===== config.mk =====
export PLATFORM = sky130hd
export DESIGN_NAME = tlc_fsm_param
export DESIGN_NICKNAME = d
export VERILOG_FILES = /design/src/rtl/tlc_fsm_param.sv
export SDC_FILE = /design/constraint.sdc
export NUM_CORES = 1
export LEC_CHECK = 0
export ABC_AREA = 0
export BUFFER_PORTS_ARGS = -buffer_cell sky130_fd_sc_hd__buf_2
export CORE_MARGIN = 4
export CORE_UTILIZATION = 45
export CTS_CLUSTER_DIAMETER = 100
export CTS_CLUSTER_SIZE = 10
export DETAILED_ROUTE_END_ITERATION = 8
export PLACE_DENSITY = 0.66
export SETUP_SLACK_MARGIN = 0.1
export SLEW_MARGIN = 20
export SYNTH_ARGS = -nofsm -noshare
export SYNTH_HDL_FRONTEND = slang
export SYNTH_SLANG_ARGS = --single-unit

===== constraint.sdc =====
create_clock -name Clk -period 4.11 [get_ports Clk]
set_clock_uncertainty 0.05 [all_clocks]
set_input_delay 0.2055 -clock Clk [delete_from_list [all_inputs] [get_ports Clk]]
set_output_delay 0.2055 -clock Clk [all_outputs]
set_load 0.005 [all_outputs]

===== src/rtl/tlc_fsm_param.sv =====
// tlc_fsm_param
//   Highway/farm-road traffic-light controller.  It contains its own prescaler
//   and dwell timer, so every phase is timed internally.  The farm green has
//   a minimum, a maximum and a gap-out.  An emergency request pre-empts the
//   cycle to an all-red hold, always through the active road's yellow.
//
// Ports
//   Clk            in   clock, rising edge
//   Rst            in   synchronous, active-high reset
//   farmSensor     in   vehicle waiting on the farm road (already synchronised)
//   emerg          in   emergency pre-empt request, level-sensitive
//   highwaySignal  out  highway lamp code: 01 red, 11 green, 10 yellow
//   farmSignal     out  farm lamp code, same encoding
//   state          out  current state (debug)
//   timer          out  ticks elapsed in the current state, saturating (debug)
//   tick           out  one-cycle prescaler strobe (debug)
//
// Handshake: none.  farmSensor is only looked at on tick cycles.  emerg is
// looked at on every cycle.  Each decision takes effect on the next edge.
module tlc_fsm_param #(
    parameter int TICK_DIV   = 1,
    parameter int TW         = 5,
    parameter int ALLRED_T   = 1,
    parameter int HWY_MIN    = 30,
    parameter int HWY_YEL_T  = 3,
    parameter int FARM_MIN   = 3,
    parameter int FARM_MAX   = 15,
    parameter int FARM_YEL_T = 3
) (
    input  logic          Clk,
    input  logic          Rst,
    input  logic          farmSensor,
    input  logic          emerg,
    output logic [1:0]    highwaySignal,
    output logic [1:0]    farmSignal,
    output logic [2:0]    state,
    output logic [TW-1:0] timer,
    output logic          tick
);

    typedef enum logic [2:0] {
        S_AR1 = 3'b000,
        S_HG  = 3'b001,
        S_HY  = 3'b010,
        S_AR2 = 3'b011,
        S_FG  = 3'b100,
        S_FY  = 3'b101,
        S_PRE = 3'b110,
        S_RST = 3'b111
    } state_t;

    localparam int              PW        = (TICK_DIV > 1) ? $clog2(TICK_DIV) : 1;
    localparam logic [PW-1:0]   PRE_LAST  = PW'(TICK_DIV - 1);
    localparam logic [TW-1:0]   TMAX      = '1;
    localparam logic [1:0]      LAMP_RED  = 2'b01;
    localparam logic [1:0]      LAMP_GRN  = 2'b11;
    localparam logic [1:0]      LAMP_YEL  = 2'b10;

    state_t        cur;
    state_t        nxt;
    logic [PW-1:0] presc;
    logic [TW:0]   elapsed;   // ticks completed once the current tick lands
    logic          allred_done;
    logic          hwy_yel_done;
    logic          farm_yel_done;

    // The reset state has no timing, so the strobe is held low there.
    assign tick    = (cur != S_RST) && (presc == PRE_LAST);
    assign elapsed = {1'b0, timer} + (TW+1)'(1);

    // A duration D is reached on the tick where the timer reads D-1.
    assign allred_done   = tick && (timer == TW'(ALLRED_T - 1));
    assign hwy_yel_done  = tick && (timer == TW'(HWY_YEL_T - 1));
    assign farm_yel_done = tick && (timer == TW'(FARM_YEL_T - 1));

    always_comb begin
        nxt = cur;
        case (cur)
            S_RST: nxt = S_AR1;
            S_AR1: begin
                if (emerg)            nxt = S_PRE;
                else if (allred_done) nxt = S_HG;
            end
            S_HG: begin
                // Pre-emption leaves the highway through its yellow.
                if (emerg) nxt = S_HY;
                else if (tick && farmSensor && (elapsed >= (TW+1)'(HWY_MIN))) nxt = S_HY;
            end
            S_HY: begin
                if (hwy_yel_done) nxt = emerg ? S_PRE : S_AR2;
            end
            S_AR2: begin
                if (emerg)            nxt = S_PRE;
                else if (allred_done) nxt = S_FG;
            end
            S_FG: begin
                if (emerg) nxt = S_FY;
                else if (tick && ((elapsed == (TW+1)'(FARM_MAX)) ||
                                  ((elapsed >= (TW+1)'(FARM_MIN)) && !farmSensor)))
                    nxt = S_FY;
            end
            S_FY: begin
                if (farm_yel_done) nxt = emerg ? S_PRE : S_AR1;
            end
            S_PRE: begin
                if (!emerg) nxt = S_AR1;
            end
            default: nxt = S_RST;
        endcase
    end

    always_ff @(posedge Clk) begin
        if (Rst) begin
            cur   <= S_RST;
            presc <= '0;
            timer <= '0;
        end else if (nxt != cur) begin
            // Every phase starts its timing from zero.
            cur   <= nxt;
            presc <= '0;
            timer <= '0;
        end else begin
            presc <= (presc == PRE_LAST) ? '0 : presc + PW'(1);
            if (tick && (timer != TMAX))
                timer <= timer + TW'(1);
        end
    end

    assign state = cur;

    always_comb begin
        highwaySignal = LAMP_RED;
        farmSignal    = LAMP_RED;
        case (cur)
            S_HG:    highwaySignal = LAMP_GRN;
            S_HY:    highwaySignal = LAMP_YEL;
            S_FG:    farmSignal    = LAMP_GRN;
            S_FY:    farmSignal    = LAMP_YEL;
            default: begin
                highwaySignal = LAMP_RED;
                farmSignal    = LAMP_RED;
            end
        endcase
    end

endmodule


==> results of run 1 <==
-- where the power goes --
part | switching, mW | total (mW) | internal (mW) | leakage, nW
Sequential | 0.0253 | 0.120 | 0.0943 | 0.0740
Clock | 0.0331 | 0.0706 | 0.0375 | 0.0150
Combinational | 0.0616 | 0.110 | 0.0483 | 0.319
Total | 0.120 | 0.300 | 0.180 | 0.408
-- final timing paths --
path                           end  slack, ps  cells past startpoint
max          timer[4]$_SDFFE_PP0P_       1400                      9
min          state[1]$_SDFFE_PP1P_        140                      2
max reg2reg  timer[4]$_SDFFE_PP0P_       1400                      9
min reg2reg  timer[4]$_SDFFE_PP0P_        610                      2
-- layer usage --
| layer | wire length (um) | part of all wire [%] |
|---|---|---|
| met1 | 1199 | 48 |
| met3 | 132 | 5.3 |
| met4 | 49 | 2.0 |
| met2 | 1128 | 45 |
| met5 | 0 | 0 |
-- critical path, stage by stage (launching register included) --
cell	delay, ps
dfxtp_1	500
ha_1	350
nand2_1	100
nor2_1	120
ha_1	190
o21ai_0	170
a2111oi_2	350
o211ai_1	190
a21oi_1	440
a211oi_1	100
-- sequential cells by signal, summed over array words and instances (netlist names) --
signal  cells
state       3
timer       5
presc       1
-- metrics by stage --
step	cell area (um2)	setup slack, ps	power, mW
2_1_floorplan	970.9	1709	0.2010
6_report	1064	1399	0.3000
3_3_place_gp	1037	1580	0.2274
4_1_cts	1064	1440	0.3006
5_1_grt	1064	1171	0.3222
3_5_place_dp	1037	1471	0.2287
-- cells in the mapped netlist (2+ instances only) --
cell type / number / area share (%)
mux2i_1: 2 / 2.1
nor2_1: 6 / 2.3
nand2_1: 10 / 3.9
clkbuf_1: 2 / 0.77
nand3b_1: 3 / 2.3
buf_6: 2 / 2.3
a21oi_1: 8 / 4.1
inv_1: 8 / 3.1
ha_1: 5 / 6.4
o21ai_0: 3 / 1.5
buf_2: 2 / 1.0
nor2b_1: 3 / 1.9
nand3_1: 4 / 2.1
o211ai_1: 3 / 2.3
a41oi_1: 2 / 1.8
a211oi_1: 6 / 4.6
a2111oi_0: 2 / 1.8
dfxtp_1: 9 / 19
nand2b_1: 3 / 1.9
nor3_1: 3 / 1.5
xnor2_1: 3 / 2.7
o21ai_1: 3 / 1.5
and2b_1: 2 / 1.5
a31oi_1: 4 / 2.6
-- cell families after synthesis --
family	synth area share, %
AND/OR/NAND/NOR	28.74
AO/OA/AOI/OAI	31.06
buffers and inverters	7.990
flip-flops	18.56
adder cells (fa/ha/maj)	6.443
XOR/XNOR	3.609
multiplexers	3.222
other	0.3862
-- cell type report --
| cell class | count | area share [%] |
|---|---|---|
| clock buffer | 4 | 2.471 |
| inverter | 8 | 2.824 |
| multi-input combinational | 99 | 67.06 |
| sequential | 9 | 16.94 |
| tap | 27 | 3.176 |
| timing repair buffer | 16 | 7.529 |
==> impl_metrics.csv, run 1 <==
group,metric,value,unit
synthesis,synth-async-reset-ratio,0,%
placement,io_port_bufs,16,
worst_setup_path,crit_required,4180,ps
timing,fmax,368.9,MHz
timing,report.final.setup_viol,0,
synthesis,synth_enable_flop_cells,0,
global_routing,initial_antenna_violation_count,0,
floorplan,design.die.area,2965,um2
synthesis,ys.warnings.count,0,
final_layout,multiInputGateArea,713.2,um2
timing,timing.hold.ws,136.4,ps
timing,period_share,65.96,%
final_layout,layout_commonest_cell,"buf_2",
detailed_routing,ant_nets,0,
synthesis,synth_sequential_area_ratio,18.56,%
detailed_routing,drt_iter0_markers,35,
power_and_ir_drop,power_density,282.1,nW/um2
synthesis,postSynthCellCount,123,
global_routing,top_usage_layer,"met2",
final_layout,antennaDiodeCount,0,
global_routing,gr-total-overflow,0,
floorplan,core_area,2002,um2
cts,ctsHoldBuffers,0,
final_layout,fillerInstances,200,
placement,post-place-cells,159,
worst_setup_path,crit_arrival,2780,ps
synthesis,postSynthNetCount,132,
global_routing,grtUsageMet3,1.090,%
timing,worst_slew_slack_as_a_fraction_of_its_limit,64.37,%
detailed_routing,route.detailed.drc,0,
placement,detailed_place_hpwl,1.838,mm
final_layout,layout_common_cells,"16 x buf_2, 10 x nand2_1, 9 x dfxtp_1, 8 x inv_1, 8 x a21oi_1",
cts,postCtsSetupRepairBufs,0,
detailed_routing,via_count,1003,
cts,root_buffer,"clkbuf_4",
detailed_routing,first_pass_iters,4,
timing,fin_tns_setup,0,ps
final_layout,finish.utilization,53.13,%
global_routing,grt_util_overall,19.19,%
final_layout,layout.cells.non_filler,163,
final_layout,finalNetCount,146,
global_routing,global_route.usage.met1,26.87,%
timing,max_slew_violation_total_from_the_final_report,0,
detailed_routing,wirelength,2.510,mm
final_layout,regArea,180.2,um2
worst_setup_path,worst_setup_path_startpoint,"timer[0]$_SDFFE_PP0P_",
cts,clkSinkCount,9,
cts,insertion_delay,270,ps
power_and_ir_drop,p_leak,0.4084,nW
worst_setup_path,worst_setup_path_start_kind,"register",
detailed_routing,post_drt_wl_per_cell,15.40,um
timing,worst_margin_slew,533.3,ps
cts,clock_tree.buffer_depth,2,
cts,path_clk_slew,70,ps
floorplan,io-pin-count,17,
job,timing.max_cap.violations,0,
hold_path,worstHoldStart,"Rst",
floorplan,die-width,54.45,um
timing,hold_viol,0,
final_layout,layout-area-overhead-vs-synth,9.536,%
worst_setup_path,endpoint_kind,"register",
timing,finalCriticalPeriod,2711,ps
synthesis,yosysUniqueCellTypes,49,
worst_setup_path,r2r-start,"timer[0]$_SDFFE_PP0P_",
global_routing,grt_pass1_vias,872,
placement,place.gp.congestion,0.9019,
final_layout,final_layout_size_suffix_gt1_share,20.59,%
hold_path,hold_class,"in2reg",
synthesis,syn_area_per_cell,7.894,um2
cts,tritoncts,"yes",
global_routing,global_route_wire_length_before_repair,4.133,mm
run_status,run_status,"finished clean",
floorplan,chipHeight,54.45,um
floorplan,rows,16,
cts,cts_max_level,1,
global_routing,grt_use_met2,29.08,%
timing,rsz_0062_raised_after_global_routing,"false",
detailed_routing,detail_route.vias_per_cell,6.153,
cts,cts_buffers,3,
synthesis,ys.flop_type,"dfxtp_1",
worst_setup_path,worst-path-max-fanout,10,
global_routing,grt_max_degree,18,
synthesis,synthesis.area,970.9,um2
synthesis,postSynthRegisterBits,9,
power_and_ir_drop,peakVddDrop,0.1813,mV
worst_setup_path,timing_worst_setup_path_type,"reg2reg",
cts,postCtsResizedCells,0,
floorplan,floorplan.initialDensity,48.50,%
Note: power is estimated with default switching activity, not from simulation.
==> run 2, diff against run 1 <==
PLACE_DENSITY = 0.69   (was 0.66)
clock period = 2.3 ns   (was 4.11 ns; I/O delays follow)
==> impl_metrics.csv, run 2 (same netlist as run 1, synthesis figures left out) <==
group,metric,value,unit
placement,place.gp.congestion,0.8447,
power_and_ir_drop,p_leak,0.4971,nW
placement,detailed_place_hpwl,1.957,mm
detailed_routing,drt_iter0_markers,28,
worst_setup_path,worst_path_buffer_plus_inverter_count,1,
floorplan,io-pin-count,17,
floorplan,core_area,2002,um2
job,timing.max_cap.violations,0,
timing,rsz_0062_raised_after_global_routing,"true",
worst_setup_path,crit_top_cell,"ha_4",
global_routing,initial_antenna_violation_count,0,
final_layout,fillerInstances,174,
detailed_routing,ant_nets,0,
final_layout,largest-register,"timer",
cts,ctsHoldBuffers,0,
worst_setup_path,worst_setup_path_start_kind,"register",
detailed_routing,wirelength,2.974,mm
detailed_routing,via_count,1070,
global_routing,global_route_wire_length_before_repair,4.657,mm
global_routing,global_route.usage.met1,26.11,%
placement,post-place-ws,-18.54,ps
final_layout,layout.cells.non_filler,177,
detailed_routing,first_pass_iters,4,
detailed_routing,route.detailed.drc,0,
final_layout,final_layout_size_suffix_gt1_share,40.67,%
final_layout,largest_register_ff_count,5,
worst_setup_path,crit_arrival,2350,ps
global_routing,grt_pass1_vias,983,
final_layout,layout-area-overhead-vs-synth,34.79,%
power_and_ir_drop,power_density,460.5,nW/um2
power_and_ir_drop,peakVddDrop,0.4317,mV
timing,worst_slew_slack_as_a_fraction_of_its_limit,64.14,%
global_routing,grt_util_overall,21.73,%
placement,post-place-cells,169,
floorplan,die-width,54.45,um
cts,cts_max_level,1,
global_routing,grt_max_degree,18,
floorplan,chipHeight,54.45,um
timing,hold_viol,0,
floorplan,floorplan.initialDensity,48.50,%
global_routing,gr-total-overflow,0,
placement,io_port_bufs,16,
worst_setup_path,timing_worst_setup_path_type,"reg2reg",
cts,root_buffer,"clkbuf_4",
global_routing,grtUsageMet3,5.450,%
worst_setup_path,cells_along_the_critical_path,"ha_4, nand2_4, nor2_4, ha_4, or4_4, o22ai_4, a211oi_4, buf_6, a211oi_2",
worst_setup_path,critical_path.max_stage_delay,530,ps
worst_setup_path,worst_path_dominant_cell_family,"simple AND/OR/NAND/NOR gates",
cts,cts_buffers,3,
final_layout,finalNetCount,160,
cts,path_clk_slew,60,ps
floorplan,design.die.area,2965,um2
worst_setup_path,crit_required,2430,ps
timing,post-route-worst-setup-slack,82.58,ps
global_routing,top_usage_layer,"met2",
detailed_routing,post_drt_wl_per_cell,16.80,um
worst_setup_path,endpoint_kind,"register",
global_routing,grt_use_met2,35.66,%
floorplan,rows,16,
timing,period_share,96.41,%
worst_setup_path,cpMaxStageDelayCell,"or4_4",
cts,tritoncts,"yes",
timing,fmax,451.0,MHz
worst_setup_path,worst-path-max-fanout,5,
final_layout,antennaDiodeCount,0,
power_and_ir_drop,post-layout-total-power,0.6026,mW
timing,max_slew_violation_total_from_the_final_report,0,
cts,clock_tree.buffer_depth,2,
run_status,run_status,"finished clean",
timing,fin_tns_setup,0,ps
cts,clkSinkCount,9,
final_layout,layout_common_cells,"16 x buf_2, 13 x buf_4, 9 x nand2_1, 8 x inv_1",
final_layout,layout_commonest_cell,"buf_2",
cts,insertion_delay,260,ps
timing,report.final.setup_viol,0,
hold_path,hold_class,"in2reg",
detailed_routing,detail_route.vias_per_cell,6.045,
timing,worst_margin_slew,537.2,ps
timing,finalCriticalPeriod,2217,ps
==> run 2: cell types whose count changed in the layout (fill, tap and decap cells not counted), sizes merged <==
cell / delta
buf: +14
==> run 2: area by class of cell <==
type	instances	area, um2	share of cell area (%)
Multi-Input combinational cell	99	844.6	64.53
Inverter	8	30.03	2.294
Timing Repair Buffer	30	188.9	14.44
Clock buffer	4	26.28	2.008
Sequential cell	9	185.2	14.15
Tap cell	27	33.78	2.581
==> run 2: worst paths after layout <==
path / start / endpoint / slack [ps] / cells after the start
setup / recovery: timer[1]$_SDFFE_PP0P_ / timer[0]$_SDFFE_PP0P_ / 80 / 9
hold / removal: Rst / state[2]$_SDFFE_PP1P_ / 80 / 2
setup reg to reg: timer[1]$_SDFFE_PP0P_ / timer[0]$_SDFFE_PP0P_ / 80 / 9
hold reg to reg: timer[0]$_SDFFE_PP0P_ / timer[0]$_SDFFE_PP0P_ / 680 / 3
==> run 2: metrics by stage <==
stage / util [%] / cell area (um2) / hold WS (ps)
after global placement: 56.44 / 1130 / 327.4
after global routing: 65.38 / 1309 / 106.3
after CTS: 61.75 / 1236 / 73.47
after floorplan: - / 988.4 / 168.6
after detailed placement: 56.44 / 1130 / 331.0
final: 65.38 / 1309 / 80.85
==> run 2: routing by layer <==
metal	wire length [um]	vias to the layer above
met5	0	-
met4	70	0
met3	209	10
met2	1458	51
met1	1235	494
li1	-	515
==> run 2: timing repair <==
action                     CTS  global route
gates resized for setup     13            11
pin swaps                    9            13
setup endpoints to repair    6             6
setup buffers                3             1
==> run 2: where the power goes <==
group | total, mW | internal (mW) | switching [mW]
Combinational | 0.282 | 0.122 | 0.160
Clock | 0.124 | 0.0670 | 0.0573
Sequential | 0.196 | 0.169 | 0.0274
Total | 0.603 | 0.358 | 0.245
==> run 3, diff against run 2 <==
CELL_PAD_IN_SITES_DETAIL_PLACEMENT = 0   (was default)
CELL_PAD_IN_SITES_GLOBAL_PLACEMENT = 1   (was default)
CORE_UTILIZATION = 40   (was 45)
PLACE_DENSITY = default   (was 0.69)
PLACE_DENSITY_LB_ADDON = 0.1   (was default)
clock period = 2.1 ns   (was 2.3 ns; I/O delays follow)
==> impl_metrics.csv, run 3 (same netlist as run 1, synthesis figures left out) <==
group,metric,value,unit
run_status,run_status,"complete, but fails checks",
run_status,violations_in_the_final_reports,"negative setup slack",
placement,post_dp_cell_area,1189,um2
worst_setup_path,worst_setup_path_startpoint,"timer[1]$_SDFFE_PP0P_",
final_layout,largest-register,"timer",
detailed_routing,post_drt_wl_per_cell,16.42,um
global_routing,gr-total-overflow,0,
cts,insertion_delay,270,ps
final_layout,final_layout_size_suffix_gt1_share,45.28,%
hold_path,hold_class,"in2reg",
global_routing,grt_max_degree,16,
worst_setup_path,worst_setup_path_start_kind,"register",
timing,hold_viol,0,
floorplan,core_area,2255,um2
placement,post-place-ws,-182.2,ps
detailed_routing,wirelength,3.070,mm
final_layout,layout-area-overhead-vs-synth,45.23,%
global_routing,global_route_wire_length_before_repair,4.954,mm
floorplan,floorplan.initialDensity,43.06,%
floorplan,io-pin-count,17,
timing,worst_slew_slack_as_a_fraction_of_its_limit,63.91,%
final_layout,layout_common_cells,"20 x buf_4, 16 x buf_2, 9 x nand2_1, 8 x a21oi_1",
cts,clock_tree.buffer_depth,2,
worst_setup_path,worstRegToRegCells,9,
cts,clkSinkCount,9,
placement,io_port_bufs,16,
timing,fmax,471.2,MHz
timing,rsz_0062_raised_after_global_routing,"true",
final_layout,finalNetCount,169,
floorplan,die-width,57.27,um
final_layout,antennaDiodeCount,0,
timing,timing.hold.ws,60.42,ps
final_layout,fillerInstances,207,
worst_setup_path,r2r-start,"timer[1]$_SDFFE_PP0P_",
cts,path_clk_slew,60,ps
final_layout,finish.utilization,62.54,%
worst_setup_path,endpoint,"timer[1]$_SDFFE_PP0P_",
worst_setup_path,crit_arrival,2250,ps
detailed_routing,detail_route.vias_per_cell,5.952,
global_routing,initial_antenna_violation_count,0,
final_layout,largest_register_ff_count,5,
detailed_routing,ant_nets,0,
worst_setup_path,endpoint_kind,"register",
detailed_routing,first_pass_iters,4,
cts,ctsHoldBuffers,0,
power_and_ir_drop,power_density,492.1,nW/um2
placement,detailed_place_hpwl,2.154,mm
detailed_routing,route.detailed.drc,0,
timing,report.final.setup_viol,3,
worst_setup_path,worst-path-max-fanout,5,
final_layout,regArea,187.7,um2
power_and_ir_drop,p_leak,0.5439,nW
job,timing.max_cap.violations,0,
placement,place.gp.congestion,0.8534,
timing,period_share,101.1,%
timing,worst_margin_slew,537.3,ps
global_routing,grt_util_overall,19.13,%
timing,finalCriticalPeriod,2122,ps
floorplan,chipHeight,57.27,um
floorplan,design.die.area,3279,um2
worst_setup_path,crit_required,2230,ps
final_layout,multiInputGateArea,858.3,um2
cts,cts_max_level,1,
global_routing,grt_pass1_vias,1016,
final_layout,final_cell_area,1410,um2
cts,tritoncts,"yes",
worst_setup_path,reg2reg_setup_slack,-20,ps
timing,max_slew_violation_total_from_the_final_report,0,
power_and_ir_drop,peakVddDrop,0.4146,mV
detailed_routing,via_count,1113,
cts,root_buffer,"clkbuf_4",
worst_setup_path,timing_worst_setup_path_type,"reg2reg",
worst_setup_path,critical_path.reg2reg.endpoint,"timer[1]$_SDFFE_PP0P_",
timing,post-route-worst-setup-slack,-22.22,ps
final_layout,layout_commonest_cell,"buf_4",
detailed_routing,drt_iter0_markers,39,
timing,fin_tns_setup,-39.93,ps
floorplan,rows,17,
cts,cts_buffers,3,
-- run 3: cell count changes in the layout (fill, tap and decap cells not counted), sizes merged --
cell,delta
buf,+9
-- run 3: repair_timing --
| item | in CTS | in global routing |
|---|---|---|
| setup endpoints to repair | 6 | 6 |
| buffers inserted | 3 | 3 |
| cloned | 0 | 0 |
| resized for setup | 13 | 15 |
| pin swaps | 5 | 9 |
-- run 3: critical path: stages, from the launching register on --
cell and delay [ps]:
dfxtp_4 360, ha_4 140, nand2_4 60, nor2_4 110
ha_4 240, or4_4 440, o22ai_4 200, a211oi_4 80
buf_6 150, a211oi_2 200
-- run 3: worst min path at each step --
stage | startpoint | endpoint | slack, ps | depth (start not counted)
2_1_floorplan | Rst | state[2]$_SDFFE_PP1P_ | 160 | 1
3_3_place_gp | Rst | state[2]$_SDFFE_PP1P_ | 320 | 2
3_5_place_dp | Rst | state[2]$_SDFFE_PP1P_ | 320 | 2
4_1_cts | Rst | state[2]$_SDFFE_PP1P_ | 50 | 2
5_1_grt | Rst | state[2]$_SDFFE_PP1P_ | 70 | 2
6_report | Rst | state[2]$_SDFFE_PP1P_ | 60 | 2
-- run 3: power breakdown --
| part | switching, mW | total [mW] | internal, mW |
|---|---|---|---|
| sequential | 0.0217 | 0.205 | 0.184 |
| clock | 0.0656 | 0.139 | 0.0735 |
| combinational | 0.191 | 0.349 | 0.158 |
| total | 0.279 | 0.694 | 0.415 |
-- run 3: area by class of cell --
type	count	area share [%]
sequential	9	13.31
inverter	8	2.130
clock buffer	4	1.863
tap	28	2.484
timing repair buffer	39	19.34
multi-input combinational	99	60.87
-- run 3: per-stage QoR --
stage	total power [mW]	instances
after floorplan	0.3932	123
after global placement	0.4898	177
after detailed placement	0.4898	177
after CTS	0.6837	184
after global routing	0.7370	187
final	0.6939	187
-- run 3: routing by layer --
metal  GRT usage, %  part of all wire, %  vias up
met3          1.584                  5.5        6
met2          28.55                   47       34
met5              0                    0        -
met1          28.42                   45      544
li1               -                    -      529
met4          6.954                  2.1        0
